**src/rtl/seq_player.sv**
```systemverilog
// seq_player: playback side of the game's sequence storage.
// Walks addresses 0..length-1 of an external synchronous sequence memory,
// shows each fetched step on step_out for ON_CYCLES cycles, blanks it for
// OFF_CYCLES cycles, then pulses done once the whole sequence has played.
// Optional build macro SEQ_PLAYER_POS_EN adds the step_idx and last_step
// position outputs; without it those ports do not exist.
module seq_player #(
    parameter int ADDR_W     = 4,
    parameter int DATA_W     = 4,
    parameter int ON_CYCLES  = 8,
    parameter int OFF_CYCLES = 4
) (
    input  logic              clk,
    input  logic              rst_n,
    input  logic              start,
    input  logic [ADDR_W:0]   length,
    input  logic              abort,
    output logic              rd_en,
    output logic [ADDR_W-1:0] rd_addr,
    input  logic [DATA_W-1:0] rd_data,
    output logic [DATA_W-1:0] step_out,
    output logic              step_valid,
    output logic              busy,
    output logic              done
`ifdef SEQ_PLAYER_POS_EN
    ,
    output logic [ADDR_W-1:0] step_idx,
    output logic              last_step
`endif
);

    // The phase timer is shared by SHOW and GAP, so it must hold the larger count.
    localparam int TMR_MAX = (ON_CYCLES > OFF_CYCLES) ? ON_CYCLES : OFF_CYCLES;
    localparam int TMR_W   = $clog2(TMR_MAX + 1);

    localparam logic [TMR_W-1:0]  ON_LAST  = TMR_W'(ON_CYCLES - 1);
    localparam logic [TMR_W-1:0]  OFF_LAST = TMR_W'(OFF_CYCLES - 1);
    localparam logic [TMR_W-1:0]  TMR_ONE  = TMR_W'(1);
    localparam logic [ADDR_W:0]   IDX_ONE  = (ADDR_W+1)'(1);

    typedef enum logic [2:0] {
        IDLE  = 3'd0,
        FETCH = 3'd1,
        WAIT  = 3'd2,
        SHOW  = 3'd3,
        GAP   = 3'd4,
        DONE  = 3'd5
    } state_t;

    state_t state;
    state_t next_state;

    // The index is one bit wider than the address so a full-depth run can
    // compare index+1 against length=2**ADDR_W without wrapping to zero.
    logic [ADDR_W:0]   len_q;
    logic [ADDR_W:0]   index;
    logic [ADDR_W:0]   index_next;
    logic [TMR_W-1:0]  timer;
    logic              last_idx;
    logic              show_end;
    logic              gap_end;

    assign index_next = index + IDX_ONE;
    assign last_idx   = (index_next == len_q);
    assign show_end   = (state == SHOW) && (timer == ON_LAST);
    assign gap_end    = (state == GAP)  && (timer == OFF_LAST);

    // State register; reset and the synchronous state update live here only.
    always_ff @(posedge clk) begin
        if (!rst_n) begin
            state <= IDLE;
        end else begin
            state <= next_state;
        end
    end

    // Next-state logic; abort beats every transition, including a start in IDLE.
    always_comb begin
        next_state = state;
        if (abort) begin
            next_state = IDLE;
        end else begin
            case (state)
                IDLE: begin
                    if (start) begin
                        next_state = (length == '0) ? DONE : FETCH;
                    end
                end
                FETCH: next_state = WAIT;
                WAIT:  next_state = SHOW;
                SHOW: begin
                    if (show_end) begin
                        next_state = GAP;
                    end
                end
                GAP: begin
                    if (gap_end) begin
                        next_state = last_idx ? DONE : FETCH;
                    end
                end
                DONE:    next_state = IDLE;
                default: next_state = IDLE;
            endcase
        end
    end

    // Latch the requested length on an accepted start and advance the index per step.
    always_ff @(posedge clk) begin
        if (!rst_n) begin
            len_q <= '0;
            index <= '0;
        end else if ((state == IDLE) && (next_state == FETCH)) begin
            len_q <= length;
            index <= '0;
        end else if ((state == GAP) && (next_state == FETCH)) begin
            index <= index_next;
        end else if (next_state == IDLE) begin
            index <= '0;
        end
    end

    // Phase timer counts cycles spent in SHOW or GAP and restarts on every state change.
    always_ff @(posedge clk) begin
        if (!rst_n) begin
            timer <= '0;
        end else if (next_state != state) begin
            timer <= '0;
        end else if ((state == SHOW) || (state == GAP)) begin
            timer <= timer + TMR_ONE;
        end else begin
            timer <= '0;
        end
    end

    // Capture read data at the end of WAIT and hold it only while SHOW continues.
    always_ff @(posedge clk) begin
        if (!rst_n) begin
            step_out <= '0;
        end else if (next_state == SHOW) begin
            step_out <= (state == WAIT) ? rd_data : step_out;
        end else begin
            step_out <= '0;
        end
    end

    // Moore outputs decoded from the current state.
    always_comb begin
        rd_en      = (state == FETCH);
        rd_addr    = (state == FETCH) ? index[ADDR_W-1:0] : '0;
        step_valid = (state == SHOW);
        busy       = (state != IDLE);
        done       = (state == DONE);
`ifdef SEQ_PLAYER_POS_EN
        step_idx   = ((state == FETCH) || (state == WAIT) ||
                      (state == SHOW)  || (state == GAP)) ? index[ADDR_W-1:0] : '0;
        last_step  = ((state == SHOW) || (state == GAP)) && last_idx;
`endif
    end

endmodule

```
**config.mk**
```make
export PLATFORM = sky130hd
export DESIGN_NAME = seq_player
export DESIGN_NICKNAME = d
export VERILOG_FILES = /design/src/rtl/seq_player.sv
export SDC_FILE = /design/constraint.sdc
export NUM_CORES = 1
export LEC_CHECK = 0
export ABC_CLOCK_PERIOD_IN_PS = 2000
export CORE_UTILIZATION = 45
export CTS_BUF_LIST = sky130_fd_sc_hd__clkbuf_2 sky130_fd_sc_hd__clkbuf_4 sky130_fd_sc_hd__clkbuf_8
export DETAILED_ROUTE_END_ITERATION = 12
export GPL_TIMING_DRIVEN = 0
export PLACE_DENSITY = 0.71
export SLEW_MARGIN = 40
export SYNTH_ARGS = -nofsm -noshare
export SYNTH_HDL_FRONTEND = slang
export SYNTH_SLANG_ARGS = --single-unit
```
**constraint.sdc**
```tcl
create_clock -name clk -period 2 [get_ports clk]
set_input_delay 0.6 -clock clk [delete_from_list [all_inputs] [get_ports clk]]
set_output_delay 0.6 -clock clk [all_outputs]
set_load 0.01 [all_outputs]
```
======== Word-level counts from Yosys, hierarchy flattened ========
Cells that the tools add are included.
operators by class
  add/subtract/negate cells ............... 2
  equal/unequal tests ..................... 11
  mux-type cells .......................... 10
  bitwise gates (word level) .............. 2
  reductions and logical operators ........ 13
operators by type and width
  operator                                                                count
  3-bit two-way mux                                                       6
  3-bit one-hot mux with 5 select lines                                   1
  5-bit two-way mux                                                       2
  3-bit by 2-bit equality test with 1-bit output (second input constant)  3
  3-bit by 1-bit equality test with 1-bit output (second input constant)  2
  3-bit equality test (second input constant)                             2
  3-bit zero test                                                         2
  5-bit by 1-bit adder with 5-bit output (second input constant)          1
  5-bit equality test                                                     1
  5-bit zero test                                                         1
  4-bit by 1-bit adder with 4-bit output (second input constant)          1
  4-bit by 2-bit equality test with 1-bit output (second input constant)  1
  4-bit by 3-bit equality test with 1-bit output (second input constant)  1
  1-bit logical AND                                                       4
  4-bit two-way mux                                                       1
  3-bit inequality test                                                   1
  3-bit nonzero test                                                      1
  3-bit OR reduction                                                      1
  1-bit inverter                                                          2
  2-bit AND reduction                                                     1
  2-bit nonzero test                                                      1
  2-bit OR reduction                                                      1
  1-bit logical OR                                                        1
storage, ports and cells
  bits in registers ....................... 21
  output and inout port bits .............. 12

======== Depth between registers and ports, before layout ========
Gate-level depths: netlist of run 1.
  depth in word-level cells ............... 9
  mapped depth ............................ 7

======== Least setup slack after synthesis of run 1 ========
No wires, ideal clock.
  path kind ............................... flip-flop to output port
  from .................................... reg state[0]
  to ...................................... out rd_addr[0]
  arrival ................................. 1,188 ps
  required time ........................... 1,400 ps
  path slack .............................. 212 ps
  cell stages (with the launch flop) ...... 4
  cells stage by stage .................... dfxtp_1 > buf_4 > nor3b_1 > and2_1
between the ends
  cells in the longest elaborated chain, start to end .. 2
RTL lines
  element                                         line  text
  start: declaration                              50    state_t state;
  start signal: assignment                        73    state <= next_state;
  3-bit by 1-bit equality test with 1-bit output  -
  named net rd_en                                 18    output logic rd_en,
  4-bit two-way mux                               149   rd_addr = (state == FETCH) ? index[ADDR_W-1:0] : '0;
  end: declaration                                19    output logic [ADDR_W-1:0] rd_addr,
The timed path passes the listed nets, and every way through them passes these cells.

======== Final worst setup path of run 1 ========
  from .................................... reg state[0]
  to ...................................... out done
between the ends
  cells in the longest elaborated chain, start to end .. 1
RTL lines
  element              line  text
  3-bit equality test  152   done = (state == DONE);
  end: declaration     24    output logic done
No other way between the ends.

==> results of run 1 <==
## kinds of logic after synthesis
group | after synthesis | share of synthesized area (%)
compound gates | 27 | 18.8
xor+xnor | 9 | 7.25
fa+ha+maj | 2 | 1.96
buf+inv | 13 | 5.19
flops | 21 | 32.9
mux | 10 | 7.84
simple gates | 55 | 26.1
## where the power goes
group | total [W] | internal [W] | switching (W)
logic | 0.000120 | 0.0000643 | 0.0000559
clock network | 0.000219 | 0.0000913 | 0.000128
registers | 0.000429 | 0.000424 | 0.00000550
total | 0.000769 | 0.000580 | 0.000189
## what timing repair did
| action | in CTS | in global routing |
|---|---|---|
| gates resized for setup | 32 | 8 |
| hold buffers | 0 | 0 |
| pin swaps | 3 | 6 |
| endpoints found under the setup margin | 22 | 12 |
| buffers inserted | 2 | 5 |
## layer usage
layer	vias to the layer above	global-route usage (%)
li1	565	-
met1	535	25.8
met2	32	31.2
met3	4	3.75
met4	0	6.43
met5	-	0
## per-stage QoR
step	hold WS [ns]	setup TNS [ns]
after floorplan	0.431	0
final	0.484	0
after global routing	0.517	-0.00670
after global placement	0.443	-8.12
after CTS	0.481	-0.0302
after detailed placement	0.463	-8.39
## synth_stat cells, types with 3 or more instances
library cell and instances:
nor3_1 6, inv_1 8, dfxtp_1 21, nand2_1 3, xnor2_1 4, and3_1 3
and2_1 5, nor2b_1 3, nand3_1 5, mux2i_1 10, a21oi_1 3, o21ai_1 3
xor2_1 4, nor2_1 13, o22ai_1 3, nor3b_1 3
## final cells by class
cell class	count	area share [%]
inverters	8	1.78
repair buffers	31	16.7
flip-flops and latches	21	25.4
clock buffers	4	1.78
plain buffers	5	2.60
multi-input cells	103	49.6
well taps	30	2.23
## worst reg2reg max path: cells and delay by family, from the launching register on
family,cells,cell delay [ns]
buffers and inverters,2,0.28
flip-flops,1,0.36
AO/OA/AOI/OAI,3,0.58
AND/OR/NAND/NOR,2,0.58
## placed cells by master, fill, tap and decap left out, types with 2 or more instances in the layout
cell type and count:
o211ai_1 2, o22ai_1 3, nand2_1 3, buf_6 3, xor2_1 4, nor2_1 13, clkdlybuf4s50_1 14, inv_1 7
nand3_1 5, clkbuf_4 4, buf_2 5, mux2i_1 10, o21ai_1 3, dfxtp_2 3, nand3b_1 2, dlymetal6s2s_1 2
nor3_4 2, nor3_1 4, nor2b_1 3, nor3b_1 2, and3_1 3, and2_1 5, xnor2_1 4, clkbuf_2 2
dlygate4sd2_1 3, a21oi_1 3, buf_4 6, nand2b_1 2, dfxtp_1 17, o21ai_0 2
## path summary, 6_finish.rpt
check,start,end,slack [ns],depth (start not counted)
worst min register to register,timer[0],timer[0],0.48,1
worst max-delay path,state[0],done,0.05,4
worst max register to register,state[2],timer[2],0.12,7
worst min-delay path,timer[0],timer[0],0.48,1
## flip-flops by register name, summed over array words and instances (netlist names)
signal,flops
timer,4
step_out,4
index,5
state,3
len_q,5
==> summary.md, run 1 <==
| Metric | Value |
|---|---|
| GR Overflow Total | 0 |
| Worst hold path class | reg2reg |
| CP top delay family | buffers and inverters |
| Type of origin of the critical path | flop |
| Peak supply drop | 0.000331 V |
| Initial DRC count | 22 |
| Outcome | complete, no violations |
| Final setup vio count | 0 |
| Die X | 55.3 um |
| Initial antenna violation count | 0 |
| Fin nets | 188 |
| Final wirelength | 2860 um |
| Critical-path top delay cell | dfxtp_2 |
| Area Overhead vs Synth | 32.0% |
| Buffers plus inverters on the worst setup path | 3 |
| Post-DP Area | 1560 um2 |
| Critical path cell sequence | buf_6, buf_4, and3_1, dlygate4sd2_1 |
| Met3 WL | 129 um |
| CTS sink cnt | 21 |
| Placed cell count | 191 |
| CP Data Required Time | 1.40 ns |
| Tmin final | 1.95 ns |
| Antenna cells | 0 |
| Share of the synthesized area in the top cell type | 32.9% |
| Synth cell types | 50 |
| Async SR Flop Fraction | 0% |
| Rows | 18 |
| Largest net degree at the start of global routing | 12 |
| TritonCTS Buffers | 3 |
| DR top layer | met4 |
| Sequential cell area | 428 um2 |
| Pwr Density | 456 nW/um2 |
| Syn nets | 152 |
| Power Total | 0.000769 W |
| RSZ-0062 raised after global routing | yes |
| Cell Area, Synth | 1280 um2 |
| Total number of H-tree levels | 1 |
| Fillers | 232 |
| Port Buffer Count | 24 |
| Chip Height | 55.3 um |
| Final WS setup | 0.0535 ns |
| Finished Cell Area | 1690 um2 |
| TritonRoute pass-1 iters | 4 |
| CTS tree | yes |
| Crit path max fanout | 5 |
| Multi-input logic area | 836 um2 |
| Max-cap violations | 0 |
| Max stage delay on crit path | 0.35 ns |
| Worst-Skew Late Latency | 0.30 ns |
| Finished Layout Cells | 202 |
| First-pass GRT wire length | 4790 um |
| Post-Place Worst Slack | -0.527 ns |
| Post-DRT Antenna Nets | 0 |
| Starting Density | 49.3% |
| Area contributors post-synth | dfxtp_1 (33%), mux2i_1 (7.8%), nor2_1 (3.8%) |
| CP arrival | 1.35 ns |
| Max Slew Vio Count | 0 |
| Yosys reg bits | 21 |
| Met1 Routed Length | 1390 um |
| Setup CP Type | reg2out |
| Area leader, netlist | dfxtp_1 |
| HPWL Detailed | 2150 um |
| Utilization after layout | 65.1% |
| Routability cong. | 0.862 |
| Syn Area/Cell | 9.32 um2 |
| Max_slew headroom | 47.1% |
| Clock-pin slew on the worst setup and hold paths | 0.12 ns |
| I/O pin cnt | 25 |
| Synth warnings | 0 |
| Core Region | 2590 um2 |
| DR DRC count | 0 |
| Post-synthesis cell count | 137 |
| Leakage power | 0.704 nW |
| Period utilisation layout | 97.3% |
| Total GRT Usage | 19.3% |
| Met2 WL post-DR | 1300 um |
| Slew @ Worst Pin | 0.787 ns |
| Final worst clock skew | 0.00228 ns |
| Setup crit end kind | primary output |
| Ys flop type | dfxtp_1 |
| Number of global-route vias before repair | 1093 |
| Fmax | 514 MHz |
| Vias | 1136 |
| Final Hold Vio Count | 0 |
| EDFF count, synth | 0 |
| Share of layout cells above drive strength 1 | 24.4% |
| Seq/Total Area, Yosys | 32.9% |
| Root Driver | clkbuf_4 |
| Vias per cell | 5.62 |
| DIE AREA | 3060 um2 |
| CTS Buffer Depth | 2 |
| Avg WL per Cell | 14.2 um |
No activity file was read; power rests on OpenSTA's default activity.
==> run 2, diff against run 1 <==
--- a/config.mk
+++ b/config.mk
@@ -8,6 +8,7 @@
 export ABC_CLOCK_PERIOD_IN_PS = 2000
 export CORE_UTILIZATION = 45
 export CTS_BUF_LIST = sky130_fd_sc_hd__clkbuf_2 sky130_fd_sc_hd__clkbuf_4 sky130_fd_sc_hd__clkbuf_8
+export CTS_CLUSTER_SIZE = 14
 export DETAILED_ROUTE_END_ITERATION = 12
 export GPL_TIMING_DRIVEN = 0
 export PLACE_DENSITY = 0.71
==> results of run 2 <==
The final DEF is identical to that of run 1; final timing and power are the same.
==> run 3, diff against run 2 <==
--- a/config.mk
+++ b/config.mk
@@ -12,7 +12,7 @@
 export DETAILED_ROUTE_END_ITERATION = 12
 export GPL_TIMING_DRIVEN = 0
 export PLACE_DENSITY = 0.71
-export SLEW_MARGIN = 40
+export SLEW_MARGIN = 25
 export SYNTH_ARGS = -nofsm -noshare
 export SYNTH_HDL_FRONTEND = slang
 export SYNTH_SLANG_ARGS = --single-unit
==> results of run 3 <==
The final DEF is identical to that of run 1; final timing and power are the same.
